`src/rtl/testboard_sequencer.sv`:
```
// -----------------------------------------------------------------------------
// testboard_sequencer
//
// Sweeps a stimulus vector over a bank of gates under test. Each vector is
// applied, allowed to settle, then every gate output is compared with its
// golden value. Mismatches are recorded per channel (sticky) and counted per
// vector (saturating).
//
// Ports
//   clk_i       single clock
//   rst_ni      asynchronous active-low reset
//   start_i     asynchronous start switch; a rising edge starts a sweep
//   loop_i      at the last vector: 1 = restart the sweep, 0 = finish
//   result_i    asynchronous gate outputs under test (NUM_CH bits)
//   golden_i    expected outputs for the current stim_o (NUM_CH bits)
//   stim_o      registered stimulus vector (IN_W bits)
//   err_o       sticky per-channel mismatch flags
//   fail_cnt_o  saturating count of vectors with at least one mismatch
//   busy_o      sweep in progress
//   done_o      sweep finished, results held
//   pass_o      finished with no channel in error
//   led_o       live gate outputs while idle/busy, error flags when done
// -----------------------------------------------------------------------------
module testboard_sequencer #(
   parameter int                NUM_CH     = 16,
   parameter int                IN_W       = 3,
   parameter int                SETTLE_CYC = 4,
   parameter logic [NUM_CH-1:0] CH_MASK    = '1
) (
   input  logic              clk_i,
   input  logic              rst_ni,
   input  logic              start_i,
   input  logic              loop_i,
   input  logic [NUM_CH-1:0] result_i,
   input  logic [NUM_CH-1:0] golden_i,
   output logic [IN_W-1:0]   stim_o,
   output logic [NUM_CH-1:0] err_o,
   output logic [7:0]        fail_cnt_o,
   output logic              busy_o,
   output logic              done_o,
   output logic              pass_o,
   output logic [NUM_CH-1:0] led_o
);

   typedef enum logic [2:0] {
      ST_IDLE,
      ST_APPLY,
      ST_SETTLE,
      ST_CHECK,
      ST_DONE
   } state_t;

   localparam logic [IN_W-1:0] VEC_MAX   = '1;
   localparam logic [7:0]      SETTLE_LD = 8'(SETTLE_CYC);

   state_t              r_state;
   state_t              w_state_nxt;

   logic                r_start_s1;
   logic                r_start_s2;
   logic                r_start_q;
   logic [1:0]          r_prime;
   logic [NUM_CH-1:0]   r_res_s1;
   logic [NUM_CH-1:0]   r_res_s2;

   logic [IN_W-1:0]     r_vec;
   logic [7:0]          r_settle;
   logic [IN_W-1:0]     r_stim;
   logic [NUM_CH-1:0]   r_err;
   logic [7:0]          r_fail;

   logic                w_start_evt;
   logic                w_last;
   logic [NUM_CH-1:0]   w_mismatch;

   // -------------------------------------------------------------------------
   // Input synchronisers and start edge detection
   // -------------------------------------------------------------------------
   // r_prime fills with ones over the first two clocks after reset, i.e. once
   // the synchroniser holds a genuinely sampled value. Until then the edge
   // reference r_start_q is held at 1, so a start switch that is already high
   // at reset release is not seen as a fresh edge.
   always_ff @(posedge clk_i or negedge rst_ni) begin
      if (!rst_ni) begin
         r_start_s1 <= 1'b0;
         r_start_s2 <= 1'b0;
         r_start_q  <= 1'b1;
         r_prime    <= 2'b00;
         r_res_s1   <= '0;
         r_res_s2   <= '0;
      end else begin
         // NOTE: sequential state always uses non-blocking assignments so every
         // flop samples the pre-edge value, independent of statement order.
         r_start_s1 <= start_i;
         r_start_s2 <= r_start_s1;
         r_prime    <= {r_prime[0], 1'b1};
         r_start_q  <= r_prime[1] ? r_start_s2 : 1'b1;
         r_res_s1   <= result_i;
         r_res_s2   <= r_res_s1;
      end
   end

   assign w_start_evt = r_prime[1] & r_start_s2 & ~r_start_q;
   assign w_last      = (r_vec == VEC_MAX);
   assign w_mismatch  = (r_res_s2 ^ golden_i) & CH_MASK;

   // -------------------------------------------------------------------------
   // FSM
   // -------------------------------------------------------------------------
   always_ff @(posedge clk_i or negedge rst_ni) begin
      if (!rst_ni) r_state <= ST_IDLE;
      else         r_state <= w_state_nxt;
   end

   always_comb begin
      // NOTE: default first, so no path through the case leaves the signal
      // unassigned and infers a latch.
      w_state_nxt = r_state;
      unique case (r_state)
         ST_IDLE,
         ST_DONE:   if (w_start_evt) w_state_nxt = ST_APPLY;
         ST_APPLY:  w_state_nxt = ST_SETTLE;
         // Counter is loaded with SETTLE_CYC in APPLY, so leaving when it
         // reads 1 gives exactly SETTLE_CYC cycles here.
         ST_SETTLE: if (r_settle == 8'd1) w_state_nxt = ST_CHECK;
         ST_CHECK:  w_state_nxt = (!w_last || loop_i) ? ST_APPLY : ST_DONE;
         default:   w_state_nxt = ST_IDLE;
      endcase
   end

   // -------------------------------------------------------------------------
   // Datapath: vector/settle counters, stimulus, error flags, fail count
   // -------------------------------------------------------------------------
   always_ff @(posedge clk_i or negedge rst_ni) begin
      if (!rst_ni) begin
         r_vec    <= '0;
         r_settle <= '0;
         r_stim   <= '0;
         r_err    <= '0;
         r_fail   <= '0;
      end else begin
         unique case (r_state)
            ST_IDLE,
            ST_DONE: begin
               if (w_start_evt) begin
                  r_vec  <= '0;
                  r_err  <= '0;
                  r_fail <= '0;
               end
            end
            ST_APPLY: begin
               r_stim   <= r_vec;
               r_settle <= SETTLE_LD;
            end
            ST_SETTLE: r_settle <= r_settle - 8'd1;
            ST_CHECK: begin
               r_err <= r_err | w_mismatch;
               if ((|w_mismatch) && (r_fail != 8'hFF)) r_fail <= r_fail + 8'd1;
               r_vec <= w_last ? '0 : r_vec + 1'b1;
            end
            default: ;
         endcase
      end
   end

   // -------------------------------------------------------------------------
   // Outputs
   // -------------------------------------------------------------------------
   assign stim_o     = r_stim;
   assign err_o      = r_err;
   assign fail_cnt_o = r_fail;
   assign busy_o     = (r_state == ST_APPLY) || (r_state == ST_SETTLE) ||
                       (r_state == ST_CHECK);
   assign done_o     = (r_state == ST_DONE);
   assign pass_o     = done_o && (r_err == '0);
   assign led_o      = done_o ? r_err : r_res_s2;

endmodule

```
`config.mk`:
```
export PLATFORM = sky130hd
export DESIGN_NAME = testboard_sequencer
export DESIGN_NICKNAME = d
export VERILOG_FILES = /design/src/rtl/testboard_sequencer.sv
export SDC_FILE = /design/constraint.sdc
export NUM_CORES = 1
export LEC_CHECK = 0
export BUFFER_PORTS_ARGS = -buffer_cell sky130_fd_sc_hd__buf_2
export CELL_PAD_IN_SITES_DETAIL_PLACEMENT = 1
export CELL_PAD_IN_SITES_GLOBAL_PLACEMENT = 2
export CORE_MARGIN = 3
export CORE_UTILIZATION = 32
export CTS_BUF_LIST = sky130_fd_sc_hd__clkbuf_4
export DETAILED_ROUTE_END_ITERATION = 8
export PLACE_DENSITY_LB_ADDON = 0.1
export SLEW_MARGIN = 20
export SYNTH_ARGS = -nofsm -noshare
export SYNTH_HDL_FRONTEND = slang
export SYNTH_SLANG_ARGS = --single-unit
```
`constraint.sdc`:
```
create_clock -name clk_i -period 2 [get_ports clk_i]
set_input_delay 0.5 -clock clk_i [delete_from_list [all_inputs] [get_ports clk_i]]
set_output_delay 0.5 -clock clk_i [all_outputs]
set_load 0.01 [all_outputs]
```
# Word level (Yosys, flattened, before mapping)
# Index checks and enable logic that the tools add are counted.
word_totals:
  regBits: 78
  output_inout_bits: 46
  inputBits: 36
  word_cells: 60
classes:
  eq_ne: 10
  n_bitwise: 5
  addsub: 3
  muxes: 15
  n_reduce_logical: 15
ops:
  columns: ["op", "count"]
  rows:
  - ["two-way mux 16 bit", 2]
  - ["case mux 16 bit (2 select lines)", 1]
  - ["case mux 8 bit (2 select lines)", 2]
  - ["zero test 16 bit", 1]
  - ["two-way mux 8 bit", 2]
  - ["OR 16 bit", 1]
  - ["OR reduction 16 bit", 1]
  - ["bitwise XOR 16 bit", 1]
  - ["two-way mux 3 bit", 5]
  - ["case mux 3 bit (4 select lines)", 1]
  - ["adder 8 x 1 -> 8 bit (second input constant)", 1]
  - ["== test 8 x 1 -> 1 bit (second input constant)", 1]
  - ["!= test 8 bit (second input constant)", 1]
  - ["subtractor 8 x 1 -> 8 bit (second input constant)", 1]
  - ["== test 3 x 2 -> 1 bit (second input constant)", 2]
  - ["== test 3 bit (second input constant)", 2]
  - ["!= test 2 bit (second input constant)", 3]
  - ["case mux 3 bit (2 select lines)", 1]
  - ["AND reduction 2 bit", 2]
  - ["nonzero test 2 bit", 2]
  - ["adder 3 x 1 -> 3 bit (second input constant)", 1]
  - ["== test 3 x 1 -> 1 bit (second input constant)", 1]
  - ["zero test 3 bit", 1]
  - ["logical OR 1 bit", 3]
  - ["7 further kinds", 9]

# Depth between registers and ports, before layout
# Gate-level depths: netlist (run 1).
depth:
  word_depth: 5
  ltp_mapped: 7
  mapped_depth_nobuf: 7

# Least setup slack after synthesis (run 1)
# OpenSTA, ideal clock, no wires.
synth_timing:
  kind: "reg-to-output"
  start: "register r_state[0]"
  end: "output port led_o[10]"
  t_arrival_ns: 1.561
  stages_incl_launch_ff: 7
  path_buffers: 3
  path_slack_ns: -0.061
  required_time_ns: 1.500
  cell_sequence: "dfrtp_1 buf_2 nor2_1 and2_1 buf_2 buf_2 mux2_2"
synth_via:
  elab_chain_len: 2
synth_rtl:
  columns: ["element", "line_no", "text"]
  rows:
  - ["start: declaration", "56", "state_t r_state;"]
  - ["start signal: assignment", "112", "else r_state <= w_state_nxt;"]
  - ["== test 3 bit", "174", "assign done_o = (r_state == ST_DONE);"]
  - ["net done_o", "40", "output logic done_o,"]
  - ["two-way mux 16 bit", "176", "assign led_o = done_o ? r_err : r_res_s2;"]
  - ["end: declaration", "42", "output logic [NUM_CH-1:0] led_o"]
# The timed path passes the listed nets, and every way through them passes these cells.

# Worst setup path after layout (run 1)
layout_timing:
  start: "register r_state[1]"
  end: "output port led_o[5]"
layout_via:
  elab_chain_len: 2
layout_rtl:
  columns: ["element", "line_no"]
  rows:
  - ["== test 3 bit", "174"]
  - ["two-way mux 16 bit", "176"]
# No other way between the ends.

==> flow_metrics.py, run 1 <==
metrics = {
    "status": {
        "violations": "negative setup slack",
        "status": "finished, violations left",
    },
    "floorplanning": {
        "ios": 82,
        "start_util_pct": 33.7,
        "num_rows": 35,
        "die_h_microns": 106,
        "coreArea_sq_um": 9460,
        "die_w_microns": 106,
        "die_area_sq_um": 11200,
    },
    "clock_tree": {
        "clock-root-buffer": "clkbuf_4",
        "cts_tree": "built",
        "ctsHoldBuffers": 0,
        "insertion_delay_ps": 430,
        "cts_made_buffers": 9,
        "htree_levels": 3,
        "clkTransAtPathRegs_ps": 130,
        "clockBufferDepth": 2,
        "cts_sinks": 78,
    },
    "synthesis": {
        "ys_top_cells_by_count": "77 x dfrtp_1, 25 x nand2_1, 25 x nor2_1",
        "syn_inst": 269,
        "synth_area_leaders": "dfrtp_1 60%, mux2_2 6.7%, xor2_1 4.4%, nand2_1 2.9%, nor2_1 2.9%",
        "synth_fp_nets": 310,
        "ys_seq_elements": 78,
        "synth_most_common_cell": "dfrtp_1",
        "yosys.area.top_type_share_pct": 60.4,
        "avgSynthCellArea_sq_um": 11.9,
        "synth_ff_type": "dfrtp_1",
        "netlist_area_sq_um": 3190,
        "synthArstFlopShare_pct": 100,
        "synth_largest_area_cell": "dfrtp_1",
        "yosysSeqAreaShare_pct": 61.2,
        "yosysWarnings": 0,
        "synth_edf_count": 0,
        "synth_cell_types": 41,
    },
    "power": {
        "intPower_w": 0.00316,
        "p_seq_share_pct": 46.3,
        "p_sw_share_pct": 32.5,
        "p_leak_nw": 2.06,
        "ir_drop_uv": 353,
        "power_frac_comb_pct": 24.7,
        "switching_power_w": 0.00152,
        "power_frac_clock_pct": 29.0,
        "power_density_nw_per_um2": 1080,
        "finalPower_w": 0.00468,
    },
    "timing": {
        "timing.final.ws_setup_ps": -311,
        "setup_violations": 18,
        "min_period_over_period_pct": 116,
        "max_freq_mhz": 433,
        "maxSlewViolCount": 0,
        "hold_viol": 0,
        "rsz0062_at_grt": "yes",
        "fin_hold_ws_ps": 67.7,
        "finalClockSkew_ps": 8.90,
        "min_period_ps": 2310,
        "setup_tns_ps": -4990,
    },
    "global_route": {
        "grt_usage_pct": 15.8,
        "grt_first_pass_wirelength_mm": 13.8,
        "grt_max_degree": 79,
        "first_global_vias": 2632,
        "grt_overflow": 0,
        "antenna_found_initial": 1,
    },
    "final_layout": {
        "drive_above_1_share_pct": 40.6,
        "diodes": 0,
        "nets": 410,
        "syn_to_final_growth_pct": 35.8,
    },
    "critical_path": {
        "cp_slowest_cell": "dfrtp_1",
        "crit_start": "r_state[1]",
        "cp.arrival_ps": 1810,
        "crit_chain": "nor2_2 > and2_4 > clkbuf_16 > mux2_4 > buf_6",
        "crit_family": "flip-flops",
        "critPathMaxFanout": 5,
        "reg2reg_from": "r_state[1]",
        "required_ps": 1500,
        "crit_buf_inv": 2,
        "critPathLaunchType": "flip-flop",
        "slowest_delay_ps": 420,
        "crit_type": "reg -> out",
        "endpoint_kind": "primary output",
    },
    "route": {
        "ant_nets": 0,
        "vias_per_cell": 4.84,
        "drc_errors": 0,
        "wl_mm": 8.47,
        "wl_met2_mm": 4.14,
        "wl_met3_microns": 349,
        "routedWlPerCell_microns": 16.8,
        "top_layer": "met5",
        "drtIter0Drc": 95,
        "m1WireLength_mm": 3.86,
        "num_vias": 2435,
        "drtPass1Iterations": 4,
    },
    "place": {
        "dp_hpwl_mm": 5.64,
        "finalWeightedCongestion": 0.682,
        "io_buffer_count": 81,
        "place_ws_ps": -209,
    },
    "min_path": {
        "hp-class": "in -> async",
    },
    "job": {
        "cap_violations": 0,
    },
}
## area by class of cell
class                      instances  area [sq um]
sequential                        78          1950
clock buffer                       9          67.6
clock inverter                     7           145
inverter                           3          11.3
multi-input combinational        180          1280
tap                              129           161
timing repair buffer              97           713
fill                            1058          5130
## layer usage
layer	vias up	global-route usage, %
met1	1231	20.7
li1	1139	-
met2	51	25.3
met5	-	0
met4	2	5.00
met3	12	4.29
## cells by family (layout without fill, tap and decap cells)
group	after synthesis	in the layout	synth area share, %
mux	20	20	7.02
flops	78	78	61.2
buf+inv	11	116	1.65
simple gates	90	90	14.4
fa+ha+maj	5	5	1.96
xor+xnor	17	17	4.67
compound gates	47	47	8.98
other cells	1	1	0.118
## power groups by stage
stage          clock, W  sequential (W)  combinational (W)
2_1_floorplan         0         0.00219           0.000563
3_3_place_gp          0         0.00218            0.00106
3_5_place_dp          0         0.00219            0.00109
4_1_cts         0.00141         0.00216            0.00115
5_1_grt         0.00147         0.00223            0.00131
6_report        0.00135         0.00217            0.00116
## layout by cell type (no fill, tap or decap), types with 8 or more instances in the layout
master / netlist / final
buf_4: 1 / 11
clkbuf_4: 0 / 9
dfrtp_1: 77 / 77
nor4_1: 10 / 8
nand2_1: 25 / 25
buf_6: 0 / 18
mux2_4: 0 / 16
o21ai_0: 14 / 14
buf_2: 6 / 63
xor2_1: 16 / 16
a21oi_1: 16 / 16
nor2_1: 25 / 23
## registers in the layout, summed over array words and instances (netlist names)
register and flops:
r_settle 8, r_start_s2 1, err_o 16, r_res_s2 16, r_prime 2, r_start_s1 1
r_res_s1 16, stim_o 3, fail_cnt_o 8, r_state 3, r_vec 3, r_start_q 1
## per-stage QoR
step                utilization (%)  cell area (sq um)  cells
finish                         45.8               4330    503
global route                   45.8               4330    503
CTS                            44.6               4220    500
detailed placement             40.6               3840    481
global placement               40.6               3840    481
floorplan                         -               3200    269
## path summary, 6_finish.rpt
path                            endpoint  slack (ps)  cells past startpoint
max                             led_o[5]        -310                      5
min                        fail_cnt_o[6]          70                      2
max reg2reg                  r_settle[6]          40                      8
min reg2reg                 r_res_s2[14]         360                      0
max in group asynchronous      r_start_q        1560                      2
min in group clk_i           r_res_s1[0]         160                      1
## timing repair
item,CTS,global route
setup endpoints to repair,18,21
buffers inserted,2,2
pin swaps,2,1
resized for setup,27,17
gates cloned,1,1
Note: power is estimated with default switching activity, not from simulation.
==> inputs of run 2 (changes only) <==
==> constraint.sdc (replaced) <==
create_clock -name clk_i -period 2 [get_ports clk_i]
set_input_delay 0.5 -clock clk_i [delete_from_list [all_inputs] [get_ports clk_i]]
set_output_delay 0.5 -clock clk_i [all_outputs]
set_load 0.02 [all_outputs]
==> flow_metrics.py, run 2 (synthesis gave the netlist of run 1 again) <==
metrics = {
    "global_route": {
        "grt_overflow": 0,
        "grt_first_pass_wirelength_mm": 13.8,
        "grt_usage_pct": 15.7,
        "antenna_found_initial": 0,
        "first_global_vias": 2608,
        "grt_max_degree": 38,
    },
    "timing": {
        "min_period_over_period_pct": 117,
        "setup_tns_ps": -5210,
        "hold_viol": 0,
        "setup_violations": 18,
        "rsz0062_at_grt": "yes",
        "maxSlewViolCount": 0,
        "timing.final.ws_setup_ps": -343,
        "max_freq_mhz": 427,
        "min_period_ps": 2340,
        "finalClockSkew_ps": 18.0,
    },
    "floorplanning": {
        "start_util_pct": 33.7,
        "ios": 82,
        "die_h_microns": 106,
        "die_area_sq_um": 11200,
        "num_rows": 35,
        "die_w_microns": 106,
        "coreArea_sq_um": 9460,
    },
    "route": {
        "routedWlPerCell_microns": 16.8,
        "vias_per_cell": 4.75,
        "drtIter0Drc": 73,
        "drc_errors": 0,
        "wl_mm": 8.62,
        "drtPass1Iterations": 4,
        "ant_nets": 0,
        "num_vias": 2433,
    },
    "power": {
        "p_leak_nw": 2.07,
        "power_density_nw_per_um2": 1030,
        "ir_drop_uv": 460,
    },
    "final_layout": {
        "drive_above_1_share_pct": 42.0,
        "diodes": 0,
        "nets": 419,
        "layout_commonest_cell": "dfrtp_1",
        "instances_no_fill": 512,
        "syn_to_final_growth_pct": 38.1,
        "final_cell_mix": "77 x dfrtp_1, 61 x buf_2, 25 x nand2_1",
    },
    "place": {
        "io_buffer_count": 81,
        "finalWeightedCongestion": 0.717,
        "dp_cells": 487,
        "dp_hpwl_mm": 5.82,
    },
    "critical_path": {
        "reg2reg_to": "fail_cnt_o[2]",
        "crit_chain": "nor2_2 > and2_4 > clkbuf_16 > mux2_4 > buf_6",
        "r2r_cells": 7,
        "cp_slowest_cell": "dfrtp_1",
        "slowest_delay_ps": 410,
        "crit_buf_inv": 2,
        "critPathLaunchType": "flip-flop",
        "reg2reg_from": "r_res_s2[13]",
        "crit_type": "reg -> out",
        "crit_family": "flip-flops",
        "critPathMaxFanout": 5,
        "endpoint_kind": "primary output",
        "cp.arrival_ps": 1840,
        "required_ps": 1500,
        "reg2reg_setup_slack_ps": 140,
    },
    "clock_tree": {
        "clkTransAtPathRegs_ps": 140,
        "clockBufferDepth": 2,
        "clock-root-buffer": "clkbuf_4",
        "cts_tree": "built",
        "insertion_delay_ps": 430,
        "cts_made_buffers": 9,
        "cts_sinks": 78,
        "htree_levels": 3,
    },
    "status": {
        "status": "finished, violations left",
        "violations": "negative setup slack",
    },
    "min_path": {
        "hold_depth": 1,
        "min_to": "r_res_s1[15]",
        "hp-class": "in -> reg",
        "hp-start": "result_i[15]",
    },
    "job": {
        "cap_violations": 0,
    },
}
[run 2: cell types whose count changed in the layout (fill, tap and decap cells not counted), sizes merged]
cell | before | now
bufinv | 4 | 1
dlygate4sd3 | 0 | 1
clkinv | 1 | 4
clkbuf | 10 | 11
buf | 96 | 103
[run 2: worst max-delay path by stage]
| stage | to | start | slack [ps] | cells after the start |
|---|---|---|---|---|
| CTS | led_o[4] | r_state[0] | -360 | 5 |
| global route | led_o[3] | r_state[1] | -420 | 5 |
| detailed placement | fail_cnt_o[2] | golden_i[7] | -150 | 8 |
| finish | led_o[3] | r_state[1] | -340 | 5 |
| floorplan | led_o[10] | r_state[0] | 40 | 6 |
| global placement | fail_cnt_o[4] | golden_i[7] | -140 | 8 |
[run 2: stage by stage]
stage                     area (sq um)  hold slack, ps  setup WS, ps  total power [W]  util (%)
after CTS                         4090             121          -355          0.00449      43.3
final                             4400             164          -343          0.00455      46.6
after global placement            3870             332          -140          0.00342      40.9
after floorplan                   3200             204          35.4          0.00288         -
after detailed placement          3870             336          -151          0.00346      40.9
after global routing              4400             109          -415          0.00489      46.6
[run 2: routing by layer]
layer	up-vias	track usage, %	share of wire [%]
met5	-	0	0
met4	0	4.72	1.3
met3	12	3.61	4.0
met2	53	25.3	48
met1	1215	21.0	46
li1	1153	-	-
[run 2: power breakdown]
part | internal (W) | switching (W)
logic | 0.000588 | 0.000800
registers | 0.00187 | 0.000321
clock network | 0.000383 | 0.000588
[run 2: final cells by class]
cell class | count | area (sq um)
Fill cell | 1056 | 5050
Sequential cell | 78 | 1950
Multi-Input combinational cell | 180 | 1330
Timing Repair Buffer | 106 | 813
Tap cell | 129 | 161
Clock inverter | 7 | 72.6
Clock buffer | 9 | 67.6
Inverter | 3 | 11.3
[run 2: what timing repair did]
action / CTS / global route
cloned: 1 / 2
setup buffers: 2 / 3
hold buffers: 1 / 0
endpoints found under the setup margin: 18 / 20
resized for setup: 10 / 60
hold endpoints to repair: 22 / 0
pin swaps: 1 / 4
